File: config.mk
export PLATFORM = sky130hd
export DESIGN_NAME = sonar_ranger
export DESIGN_NICKNAME = d
export VERILOG_FILES = /design/src/rtl/sonar_ranger.sv
export SDC_FILE = /design/constraint.sdc
export NUM_CORES = 1
export LEC_CHECK = 0
export BUFFER_PORTS_ARGS = -buffer_cell sky130_fd_sc_hd__buf_2
export CAP_MARGIN = 20
export CORE_AREA = 2 2 103 204
export CTS_CLUSTER_DIAMETER = 120
export DETAILED_ROUTE_END_ITERATION = 16
export DIE_AREA = 0 0 105 206
export PLACE_DENSITY_LB_ADDON = 0.3
export SETUP_SLACK_MARGIN = 0.1
export SYNTH_ARGS = -nofsm -noshare
export SYNTH_HDL_FRONTEND = slang
export SYNTH_SLANG_ARGS = --single-unit
File: constraint.sdc
create_clock -name clock -period 3 [get_ports clock]
set_input_delay 0.75 -clock clock [delete_from_list [all_inputs] [get_ports clock]]
set_output_delay 0.75 -clock clock [all_outputs]
set_load 0.02 [all_outputs]
File: src/rtl/sonar_ranger.sv
// sonar_ranger: fires an ultrasonic TRIG pulse, times the ECHO high width in clocks, reports result/timeout.
module sonar_ranger #(
    parameter int WIDTH          = 32,
    parameter int TRIG_CYCLES    = 500,
    parameter int TIMEOUT_CYCLES = 1900000,
    parameter int HOLDOFF_CYCLES = 3000000
) (
    input  logic             clock,
    input  logic             reset_n,
    input  logic             start,
    input  logic             echo,
    output logic             trig,
    output logic             busy,
    output logic             done,
    output logic             valid,
    output logic             timeout,
    output logic [WIDTH-1:0] echo_cycles
);
    localparam logic [2:0] IDLE      = 3'd0;
    localparam logic [2:0] TRIG      = 3'd1;
    localparam logic [2:0] WAIT_RISE = 3'd2;
    localparam logic [2:0] MEASURE   = 3'd3;
    localparam logic [2:0] HOLDOFF   = 3'd4;

    localparam logic [WIDTH-1:0] TRIG_LAST = WIDTH'(TRIG_CYCLES - 1);
    localparam logic [WIDTH-1:0] HOLD_LAST = WIDTH'(HOLDOFF_CYCLES - 1);
    localparam logic [WIDTH-1:0] TMO_LAST  = WIDTH'(TIMEOUT_CYCLES - 1);
    localparam logic [WIDTH-1:0] TMO_MAX   = WIDTH'(TIMEOUT_CYCLES);

    logic [2:0]       state;
    logic [WIDTH-1:0] count;
    logic [WIDTH-1:0] tcount;
    logic [WIDTH-1:0] width;
    logic             echo_m;
    logic             echo_s;
    logic             echo_d;
    logic             rise;
    logic             fall;
    logic             expire;

    assign rise   = echo_s & ~echo_d;
    assign fall   = ~echo_s & echo_d;
    // A fall while measuring beats a coincident timeout; in WAIT_RISE a fall is meaningless.
    assign expire = (state == WAIT_RISE || state == MEASURE) && tcount == TMO_LAST && !(state == MEASURE && fall);
    assign trig   = state == TRIG;
    assign busy   = state != IDLE;

    // Two-flop synchronizer for the raw ECHO pin, plus one stage for edge detection.
    always_ff @(posedge clock) begin
        if (!reset_n) begin
            {echo_m, echo_s, echo_d} <= 3'b000;
        end else begin
            {echo_m, echo_s, echo_d} <= {echo, echo_m, echo_s};
        end
    end

    // Ping sequencer: trigger, wait for echo, measure width, then enforce dead time.
    always_ff @(posedge clock) begin
        if (!reset_n) begin
            state       <= IDLE;
            count       <= '0;
            tcount      <= '0;
            width       <= '0;
            done        <= 1'b0;
            valid       <= 1'b0;
            timeout     <= 1'b0;
            echo_cycles <= '0;
        end else begin
            done <= expire | (state == MEASURE & fall);
            if (expire) begin
                timeout     <= 1'b1;
                echo_cycles <= '1;
                tcount      <= TMO_MAX;
                count       <= '0;
                state       <= HOLDOFF;
            end else begin
                case (state)
                    IDLE: begin
                        if (start) begin
                            valid       <= 1'b0;
                            timeout     <= 1'b0;
                            echo_cycles <= '0;
                            count       <= '0;
                            state       <= TRIG;
                        end
                    end
                    TRIG: begin
                        count  <= count == TRIG_LAST ? '0 : count + 1'b1;
                        tcount <= '0;
                        state  <= count == TRIG_LAST ? WAIT_RISE : TRIG;
                    end
                    WAIT_RISE: begin
                        tcount <= tcount + 1'b1;
                        if (rise) begin
                            width <= WIDTH'(1);
                            state <= MEASURE;
                        end
                    end
                    MEASURE: begin
                        tcount <= tcount + 1'b1;
                        if (fall) begin
                            echo_cycles <= width;
                            valid       <= 1'b1;
                            count       <= '0;
                            state       <= HOLDOFF;
                        end else if (echo_s && width != '1) begin
                            width <= width + 1'b1;
                        end
                    end
                    HOLDOFF: begin
                        count <= count + 1'b1;
                        state <= count == HOLD_LAST ? IDLE : HOLDOFF;
                    end
                    default: state <= IDLE;
                endcase
            end
        end
    end
endmodule

* Word level (Yosys, flattened, before mapping) *
Index checks and enable logic that the tools add are counted.

operators by class
  add/subtract/negate cells = 3
  eq/ne operators = 16
  muxes and demuxes = 25
  bitwise operators = 8
  reduce and logical (&&, ||, !) cells = 25

operators with widths
  kind                                              count
  two-way mux 32 bit                                8
  case mux 32 bit (2 select lines)                  3
  case mux 32 bit (4 select lines)                  1
  adder 32 x 1 -> 32 bit (second input constant)    3
  == test 32 x 21 -> 1 bit (second input constant)  1
  == test 32 x 22 -> 1 bit (second input constant)  1
  == test 32 x 9 -> 1 bit (second input constant)   1
  != test 32 bit (second input constant)            1
  two-way mux 21 bit                                1
  two-way mux 3 bit                                 5
  case mux 3 bit (5 select lines)                   1
  AND reduction 3 bit                               4
  nonzero test 2 bit                                5
  != test 3 bit (second input constant)             3
  nonzero test 3 bit                                3
  != test 2 bit (second input constant)             4
  == test 3 x 2 -> 1 bit (second input constant)    2
  AND reduction 5 bit                               1
  logical AND 1 bit                                 4
  two-way mux 1 bit                                 4
  inverter 1 bit                                    4
  AND reduction 4 bit                               1
  nonzero test 4 bit                                1
  OR reduction 2 bit                                2
  other kinds (11)                                  13

storage, ports and cells
  bits in registers = 137
  input bits = 4
  output and inout port bits = 37
  word-level logic and storage cells = 90

* Logic depth before layout (Yosys ltp) *
Gate-level depths: netlist of the first run.

  word-level depth = 7
  mapped depth = 9
  depth with buffers taken out = 7

* Least setup slack after synthesis of the first run *
No wires, ideal clock.

  kind = flip-flop to flip-flop
  start = register tcount[23]
  end = register echo_cycles[13]
  setup time = 0.146 ns
  data arrival time = 2.218 ns
  data required time = 2.854 ns
  slack = 0.636 ns
  cell stages (with the launch flop) = 9
  buffers on the path = 3
  clock period less this slack = 2.364 ns
  cells stage by stage = dfxtp_1 clkbuf_1 or4_1 or4_4 nor3_4 o21a_1 buf_4 buf_2 a211oi_2

between the ends
  longest elaborated chain between the ends = 5
  elaborated cells on any way between the ends = 8
  classes of those cells = eq/ne (3); mux (1); reduce/logical (4)

RTL lines
  element                                                                      RTL line  source
  start: declaration                                                           32        logic [WIDTH-1:0] tcount;
  start signal: assignment                                                     93        tcount <= tcount + 1'b1;
  start signal: assignment                                                     100       tcount <= tcount + 1'b1;
  == test 32 x 21 -> 1 bit *                                                   44        assign expire = (state == WAIT_RISE || state == MEASURE) && tcount == TMO_LAST && !(state == MEASURE && fall);
  logical AND 1 bit * (2 in series)                                            44
  != test 3 bit (no source line) / nonzero test 3 bit (equally long branches)  n/a
  AND reduction 3 bit (no source line)                                         n/a
  end signal: assignment                                                       102       echo_cycles <= width;
  end: declaration                                                             17        output logic [WIDTH-1:0] echo_cycles

Every way passes the cells marked *; elsewhere a longest branch is shown, timed or not.
A chain may end at the register's enable or synchronous reset.

* Worst setup path in the final report of the first run *
  start = register tcount[0]
  end = register echo_cycles[12]

Same word-level chain as after synthesis.

==> metrics.csv, run 1 <==
stage,metric,value,unit
status,outcome,"complete, no violations",
synth,synth_mux_area_share,0,%
global_route,grt_pass1_wl,29040,microns
finish,drive_above_1_share,15.03,%
min_path,min_path_type,reg2reg,
global_route,grt_overflow,0,
cts,cts-root-buf,clkbuf_16,
global_route,grt_max_degree,65,
synth,synth_ff_type,dfxtp_1,
place,dp_slack,0.3452,ns
global_route,grt_pass1_vias,5922,
cts,hold_buffers,0,
finish,nNetsFinal,879,
synth,synth_seq_area_share,39.65,%
cts,cts_sinks,137,
finish,final_cell_mix,"dfxtp_1, nor2_1, nand2_1",
detailed_routing,num_vias,6320,
cts,clk_pin_slew,0.06,ns
cts,htree_num_levels,4,
place,place.gp.congestion,0.8269,
power,ir_drop,0.2814,mV
worst_setup_path,path_max_fanout,64,
cts,numCtsBuffers,17,
finish,antenna_cells,0,
finish,final_common_cell,dfxtp_1,
finish,area.growth.synth_to_final,15.97,%
detailed_routing,wl,16930,microns
synth,synthesis.area,0.006917,sq mm
sta,rsz0062_at_grt,no,
synth,async_flop_share,0,%
cts,cts_setup_buffers,0,
worst_setup_path,crit_type,reg2reg,
synth,synthCells,852,
sta,finClkSkew,0.007538,ns
floorplan,io_pins,41,
synth,post_synth.cell_area_avg,8.118,sq um
worst_setup_path,slowest_stage,or4_4,
cts,clk_latency,0.42,ns
place,place_hpwl,10890,microns
cts,cts_tree,built,
flow_run,drv_cap,0,
global_route,track_usage,16.11,%
place,portBuffers,40,
floorplan,die_w,105,microns
detailed_routing,wl_per_cell,14.71,microns
power,finalPower,4.509,mW
sta,drv_slew,0,
cts,ctsResizeCount,0,
cts,clk_path_buf_depth,2,
detailed_routing,viasPerCell,5.491,
sta,period_share,88.78,%
detailed_routing,drt_first_pass_iters,5,
worst_setup_path,startpoint_type,flip-flop,
synth,ys_warn_count,0,
synth,syn_nets,859,
floorplan,core_region_area,0.02018,sq mm
power,p_per_area,562.2,mW/mm^2
worst_setup_path,critPathArrivalTime,3.00,ns
detailed_routing,drtIter0Drc,325,
sta,setup_viol,0,
worst_setup_path,cp_cell_sequence,ha_1 > nand4_1 > or4_4 > nor3_4 > o21a_2 > buf_12 > nor2_1 > a211oi_2,
worst_setup_path,endpoint_kind,flip-flop,
floorplan,rows,74,
detailed_routing,ant_nets,0,
sta,slew_headroom,55.59,%
synth,ys_ff_latch,137,
sta,fmax,375.5,MHz
floorplan,initial_core_util,34.27,%
sta,hold_violations,0,
synth,synth_adder_area_share,0.5427,%
synth,synth_edf_count,0,
worst_setup_path,cp.required,3.34,ns
detailed_routing,drc,0,
synth,synth_top_family_by_area,simple AND/OR/NAND/NOR gates,
synth,synth_simple_gate_area_share,28.64,%
floorplan,fp.dieArea,0.02163,sq mm
sta,period_minus_slack,2.663,ns
sta,whs,0.4490,ns
power,power_leakage,2.564,nW
floorplan,dieHeight,206,microns
global_route,antenna_found_initial,0,
synth,synth-xor-area-share,3.925,%
worst_setup_path,critPathMaxStageDelay,0.63,ns
sta,worst_pin_slew,0.6646,ns
synth,yosysUniqueCellTypes,55,
synth,synth_compound_area_share,22.29,%
sta,setup_tns,0,ns
finish,fillers,2119,
sta,setup_ws,0.3366,ns
## final timing paths
check,start,end,slack [ns],cells after the start
max reg2reg,tcount[0],echo_cycles[12],0.34,8
min,echo_m,echo_s,0.45,1
min reg2reg,echo_m,echo_s,0.45,1
max,tcount[0],echo_cycles[12],0.34,8
## layer usage
layer	track usage, %	vias up	part of all wire, %
met5	0	-	0
met1	21.05	2991	47
met2	26.51	134	47
met3	3.343	23	4.6
li1	-	3172	-
met4	5.238	0	1.5
## layout make-up
type                       count  area, sq um  area share [%]
tap                          266        332.8           4.149
multi-input combinational    641         3840           47.87
sequential                   137         2743           34.19
clock inverter                 8        190.2           2.371
timing repair buffer          60        387.9           4.835
inverter                      15        56.30          0.7019
clock buffer                  24        471.7           5.881
## synthesized netlist by cell type, types with 2 or more instances
library cell | count | area, sq um
and3_1 | 10 | 62.56
nor4_2 | 2 | 25.02
nor2_1 | 131 | 491.7
a21oi_1 | 67 | 335.3
a41oi_1 | 2 | 17.52
a31oi_1 | 16 | 100.1
o41ai_1 | 3 | 26.28
o211a_1 | 3 | 30.03
and2_1 | 7 | 43.79
a22oi_1 | 6 | 45.04
or4_1 | 5 | 37.54
o221a_1 | 16 | 180.2
buf_2 | 10 | 50.05
buf_4 | 8 | 60.06
a211oi_2 | 28 | 350.3
nor2b_1 | 8 | 50.05
nor4b_1 | 4 | 35.03
nand3_1 | 36 | 180.2
o211ai_1 | 8 | 60.06
o32ai_1 | 3 | 26.28
nand4b_1 | 5 | 43.79
o21a_1 | 2 | 15.01
nand4_1 | 35 | 219.0
nand2_1 | 78 | 292.8
dfxtp_1 | 137 | 2743
a311oi_1 | 4 | 35.03
nand3b_1 | 3 | 22.52
xnor2_1 | 20 | 175.2
nand2b_1 | 3 | 18.77
clkbuf_1 | 35 | 131.4
nor3_1 | 31 | 155.2
a211oi_1 | 8 | 60.06
o21ai_1 | 3 | 15.01
buf_1 | 3 | 11.26
or3_1 | 6 | 37.54
or2_2 | 7 | 43.79
xor2_1 | 11 | 96.34
o31ai_1 | 3 | 22.52
and4_1 | 6 | 52.55
nor4_1 | 18 | 112.6
inv_1 | 15 | 56.30
o311ai_0 | 2 | 17.52
buf_6 | 3 | 33.78
ha_1 | 3 | 37.54
o21ai_0 | 28 | 140.1
## state kept, by name, summed over array words and instances, names as in the netlist
name,flops
width,32
tcount,32
echo_s,1
timeout,1
echo_m,1
state,3
echo_cycles,32
count,32
valid,1
done,1
echo_d,1
## where the power goes
group | internal, mW | switching (mW)
sequential | 1.86 | 0.0243
clock | 1.60 | 0.760
combinational | 0.0845 | 0.182
total | 3.54 | 0.966
## cell families after synthesis
logic type | after synthesis
compound gates | 208
xor+xnor | 31
fa+ha+maj | 3
buf+inv | 74
flops | 137
simple gates | 399
## worst max-delay path: cells and delay by family (launching register included)
family	cells	cell delay (ns)
simple gates	4	1.19
compound gates	2	0.42
flops	1	0.38
buf+inv	1	0.29
fa+ha+maj	1	0.26
## stage by stage
step                utilization, %  cell area [sq um]  std cells
finish                       39.74               8021       1151
global route                 39.74               8021       1151
CTS                          39.74               8021       1151
detailed placement           36.46               7360       1119
global placement             36.46               7360       1119
floorplan                        -               6917        852
Power figures use the tool's default switching activity.
==> inputs of run 2 (changes only) <==
==> constraint.sdc (replaced) <==
create_clock -name clock -period 3.3 [get_ports clock]
set_input_delay 0.825 -clock clock [delete_from_list [all_inputs] [get_ports clock]]
set_output_delay 0.825 -clock clock [all_outputs]
set_load 0.02 [all_outputs]
==> run 2 against run 1 <==
Compared with the run above:
- sequential share of layout area grew 0.32 points
- wire length about the same
- clock skew about the same
- cell area fell by 0.94%
- clock power is 14% lower
- register-to-register slack improved by 0.28 ns
- critical path depth is 2 lower
- core utilization down 0.37 points
- power down 11%
- via count down 0.60%
- critical endpoint is now trig
- largest cell class unchanged
- largest power group unchanged
- highest routed layer unchanged
==> metrics.csv, run 2 (same netlist as run 1, synthesis figures left out) <==
stage,metric,value,unit
status,outcome,"complete, no violations",
place,portBuffers,40,
place,place_hpwl,10840,microns
power,combPwrFrac,6.0,%
global_route,grt_pass1_vias,6023,
worst_setup_path,cp_cell_sequence,nor2_1 > nor2_1 > buf_4 > nand2_1 > inv_1 > buf_2,
finish,multiInputGateArea,0.003840,sq mm
floorplan,dieHeight,206,microns
detailed_routing,wl_per_cell,14.75,microns
worst_setup_path,r2r_slack,0.62,ns
global_route,grt_overflow,0,
finish,drive_above_1_share,15.18,%
cts,cts_sinks,137,
global_route,grt_max_degree,65,
finish,layout.cells.non_filler,1149,
finish,antenna_cells,0,
min_path,min_path_type,reg2reg,
worst_setup_path,critPathMaxStageDelay,0.64,ns
worst_setup_path,worstRegToRegCells,8,
cts,clk_latency,0.43,ns
floorplan,die_w,105,microns
cts,cts_setup_buffers,0,
min_path,hold_path_end,echo_s,
finish,area.growth.synth_to_final,14.89,%
worst_setup_path,r2r_end,width[14],
worst_setup_path,endpoint_kind,primary output,
sta,worst_pin_slew,0.8574,ns
sta,hold_violations,0,
cts,htree_num_levels,4,
cts,cts_tree,built,
worst_setup_path,crit_type,reg2out,
power,p_per_area,502.6,mW/mm^2
power,swShare,23.92,%
sta,slew_headroom,42.31,%
sta,setup_tns,0,ns
detailed_routing,num_vias,6282,
detailed_routing,drc,0,
floorplan,core_region_area,0.02018,sq mm
power,share_seq_of_total_power,42.8,%
finish,nNetsFinal,877,
cts,clk_path_buf_depth,2,
floorplan,fp.dieArea,0.02163,sq mm
floorplan,rows,74,
detailed_routing,viasPerCell,5.467,
detailed_routing,wl,16950,microns
worst_setup_path,path_depth,6,
floorplan,io_pins,41,
worst_setup_path,r2r_start,tcount[0],
place,dp_cells,1117,
power,power.switching,0.9553,mW
min_path,min_from,echo_m,
sta,fmax,353.7,MHz
worst_setup_path,path_buf_inv,3,
worst_setup_path,cp.required,2.47,ns
sta,setup_viol,0,
power,power_leakage,2.510,nW
sta,period_share,85.67,%
detailed_routing,drt_first_pass_iters,5,
sta,period_minus_slack,2.827,ns
floorplan,initial_core_util,34.27,%
worst_setup_path,path_common_cell,nor2_1,
cts,cts-root-buf,clkbuf_16,
detailed_routing,ant_nets,0,
sta,rsz0062_at_grt,no,
power,p_clk_share,51.2,%
global_route,grt_pass1_wl,29150,microns
finish,seq_area,0.002743,sq mm
detailed_routing,drtIter0Drc,349,
global_route,track_usage,16.13,%
cts,numCtsBuffers,17,
power,power.internal,3.038,mW
finish,final_cell_mix,"dfxtp_1, nor2_1, nand2_1",
place,place.gp.congestion,0.8277,
flow_run,drv_cap,0,
worst_setup_path,crit_family,flip-flops,
cts,clk_pin_slew,0.06,ns
worst_setup_path,startpoint_type,flip-flop,
worst_setup_path,critPathArrivalTime,2.00,ns
power,ir_drop,0.3308,mV
finish,final_common_cell,dfxtp_1,
finish,fillers,2120,
global_route,antenna_found_initial,0,
min_path,worstHoldPathCells,1,
sta,drv_slew,0,
sta,finClkSkew,0.007773,ns
cts,ctsResizeCount,0,
worst_setup_path,slowest_stage,dfxtp_1,
worst_setup_path,path_max_fanout,17,
cts,hold_buffers,0,
## run 2: area by class of cell
type,count,share of cell area [%]
tap,266,4.188
clock buffer,19,5.448
multi-input combinational,641,48.32
inverter,15,0.7085
clock inverter,13,2.441
timing repair buffer,58,4.377
sequential,137,34.51
## run 2: power groups by stage
stage	registers [mW]	logic (mW)	clock network [mW]
final	1.71	0.242	2.04
after global placement	1.75	0.241	0
after detailed placement	1.75	0.244	0
after floorplan	1.78	0.149	0
after global routing	1.71	0.268	2.15
after CTS	1.71	0.245	2.08
## run 2: worst reg2reg max path: stages (launching register included)
cell      delay [ns]
dfxtp_1         0.39
ha_1            0.25
nand4_1         0.23
or4_4           0.63
nor3_4          0.23
nand3b_1        0.15
buf_4           0.27
or2_2           0.29
o32ai_1         0.12
## run 2: worst max path at each step
stage          startpoint               to
2_1_floorplan  tcount[23]  echo_cycles[13]
4_1_cts          state[0]             trig
3_3_place_gp    tcount[0]        width[27]
6_report         state[0]             trig
3_5_place_dp    tcount[0]        width[14]
5_1_grt          state[0]             trig
## run 2: per-layer routing
metal	wire, microns	vias to the layer above	share of wire (%)	GRT usage (%)
li1	-	3164	-	-
met5	0	-	0	0
met3	651	14	3.8	3.059
met1	8117	2965	48	21.45
met4	181	0	1.1	5.190
met2	7999	139	47	26.28
## run 2: per-stage QoR
stage / instance area, sq um / hold WS, ns / utilization, % / worst slack, ns / total power [mW]
after floorplan: 6917 / 0.4119 / - / 0.9362 / 1.928
after global placement: 7320 / 0.4289 / 36.26 / 0.6866 / 1.987
after detailed placement: 7320 / 0.4302 / 36.26 / 0.6316 / 1.990
after CTS: 7946 / 0.4541 / 39.37 / 0.4356 / 4.034
after global routing: 7946 / 0.4651 / 39.37 / 0.2721 / 4.129
final: 7946 / 0.4501 / 39.37 / 0.4730 / 3.994
==> inputs of run 3 (changes only) <==
--- a/config.mk
+++ b/config.mk
@@ -7,6 +7,8 @@
 export LEC_CHECK = 0
 export BUFFER_PORTS_ARGS = -buffer_cell sky130_fd_sc_hd__buf_2
 export CAP_MARGIN = 20
+export CELL_PAD_IN_SITES_DETAIL_PLACEMENT = 0
+export CELL_PAD_IN_SITES_GLOBAL_PLACEMENT = 1
 export CORE_AREA = 2 2 103 204
 export CTS_CLUSTER_DIAMETER = 120
 export DETAILED_ROUTE_END_ITERATION = 16
==> run 3 against run 2 <==
Compared with the run above:
- critical path depth is the same
- largest cell class unchanged
- global-route usage up 0.15 points
- sequential share of layout area fell by 0.11 points
- die area unchanged
- non-clock buffer count rose by 2
- critical endpoint unchanged
- worst setup slack got worse by 0.086 ns
- fmax is 2.9% lower
==> metrics.csv, run 3 (same netlist as run 1, synthesis figures left out) <==
stage,metric,value,unit
status,outcome,"complete, no violations",
worst_setup_path,startpoint_type,flip-flop,
sta,rsz0062_at_grt,no,
global_route,grt_pass1_wl,28920,microns
floorplan,fp.dieArea,0.02163,sq mm
place,post_dp_cell_area,0.007337,sq mm
sta,slew_headroom,44.26,%
detailed_routing,viasPerCell,5.392,
finish,design_area,0.007971,sq mm
worst_setup_path,critPathMaxStageDelay,0.65,ns
detailed_routing,drtIter0Drc,227,
global_route,met3_usage,3.374,%
floorplan,die_w,105,microns
detailed_routing,wl_per_cell,15.07,microns
sta,setup_tns,0,ns
power,combPwrFrac,6.1,%
global_route,grt_pass1_vias,5742,
finish,antenna_cells,0,
sta,drv_slew,0,
worst_setup_path,cp.required,2.47,ns
global_route,met2_usage,26.67,%
global_route,antenna_found_initial,0,
worst_setup_path,crit_type,reg2out,
worst_setup_path,slowest_stage,dfxtp_1,
floorplan,initial_core_util,34.27,%
finish,drive_above_1_share,15.71,%
power,p_clk_share,51.2,%
cts,cts_setup_buffers,0,
flow_run,drv_cap,0,
cts,clk_path_buf_depth,2,
sta,period_share,88.26,%
finish,area.growth.synth_to_final,15.25,%
finish,nNetsFinal,879,
power,p_per_area,502.0,mW/mm^2
floorplan,dieHeight,206,microns
detailed_routing,ant_nets,0,
worst_setup_path,cp_cell_sequence,nor2_1 > nor2_1 > buf_4 > nand2_1 > inv_1 > buf_2,
cts,numCtsBuffers,17,
power,ir_drop,0.3190,mV
global_route,track_usage,16.27,%
cts,clk_pin_slew,0.06,ns
cts,htree_num_levels,4,
sta,worst_pin_slew,0.8284,ns
worst_setup_path,endpoint_kind,primary output,
finish,final_util,39.49,%
power,power_leakage,2.527,nW
sta,finClkSkew,0.01028,ns
sta,hold_violations,0,
place,place_hpwl,11070,microns
sta,setup_viol,0,
global_route,grt_overflow,0,
sta,period_minus_slack,2.913,ns
place,place.gp.congestion,0.7559,
cts,cts_tree,built,
finish,final_common_cell,dfxtp_1,
finish,fillers,2150,
worst_setup_path,path_max_fanout,17,
cts,cts-root-buf,clkbuf_16,
finish,final_cell_mix,"dfxtp_1, nor2_1, nand2_1",
worst_setup_path,critPathArrivalTime,2.09,ns
detailed_routing,drc,0,
floorplan,rows,74,
power,finalPower,4.001,mW
place,portBuffers,40,
floorplan,io_pins,41,
finish,seq_area,0.002743,sq mm
worst_setup_path,path_common_cell,nor2_1,
power,swShare,23.69,%
cts,hold_buffers,0,
detailed_routing,drt_first_pass_iters,5,
power,power.internal,3.053,mW
cts,clk_latency,0.43,ns
finish,multiInputGateArea,0.003842,sq mm
sta,fmax,343.3,MHz
cts,ctsResizeCount,0,
power,power.switching,0.9481,mW
global_route,met1_usage,21.40,%
power,share_seq_of_total_power,42.7,%
detailed_routing,num_vias,6206,
cts,cts_sinks,137,
global_route,grt_max_degree,65,
floorplan,core_region_area,0.02018,sq mm
detailed_routing,wl,17350,microns
min_path,min_path_type,reg2reg,
global_route,grt.busiest_layer,met2,
-- run 3: worst max-delay path, delay by kind of cell, from the launching register on --
family        cells  cell delay (ns)
flops             1             0.65
buf+inv           3             0.56
simple gates      3             0.45
-- run 3: area by class of cell --
type | count | share of cell area [%]
timing repair buffer | 60 | 4.552
clock inverter | 14 | 2.449
multi-input combinational | 641 | 48.20
sequential | 137 | 34.41
inverter | 15 | 0.7063
clock buffer | 18 | 5.509
tap | 266 | 4.175
-- run 3: worst paths after layout --
kind,to,slack [ns],cells past startpoint,startpoint
max reg2reg,width[17],0.58,8,tcount[0]
min reg2reg,echo_s,0.47,1,echo_m
max,trig,0.39,6,state[0]
min,echo_s,0.47,1,echo_m
-- run 3: through the flow --
| stage | hold WS (ns) | setup slack (ns) | instances |
|---|---|---|---|
| floorplan | 0.4119 | 0.9362 | 852 |
| global placement | 0.4374 | 0.6339 | 1119 |
| detailed placement | 0.4339 | 0.6148 | 1119 |
| CTS | 0.4697 | 0.3396 | 1151 |
| global route | 0.4896 | 0.1817 | 1151 |
| finish | 0.4671 | 0.3874 | 1151 |
-- run 3: routing by layer --
metal | up-vias | wire [microns]
met3 | 13 | 622
li1 | 3162 | -
met5 | - | 0
met4 | 0 | 193
met1 | 2908 | 8336
met2 | 123 | 8192
-- run 3: power by group through the flow --
stage | clock [mW] | sequential [mW] | combinational, mW
after floorplan | 0 | 1.78 | 0.149
after global placement | 0 | 1.75 | 0.243
after detailed placement | 0 | 1.75 | 0.247
after CTS | 2.10 | 1.71 | 0.248
after global routing | 2.16 | 1.71 | 0.268
final | 2.05 | 1.71 | 0.243
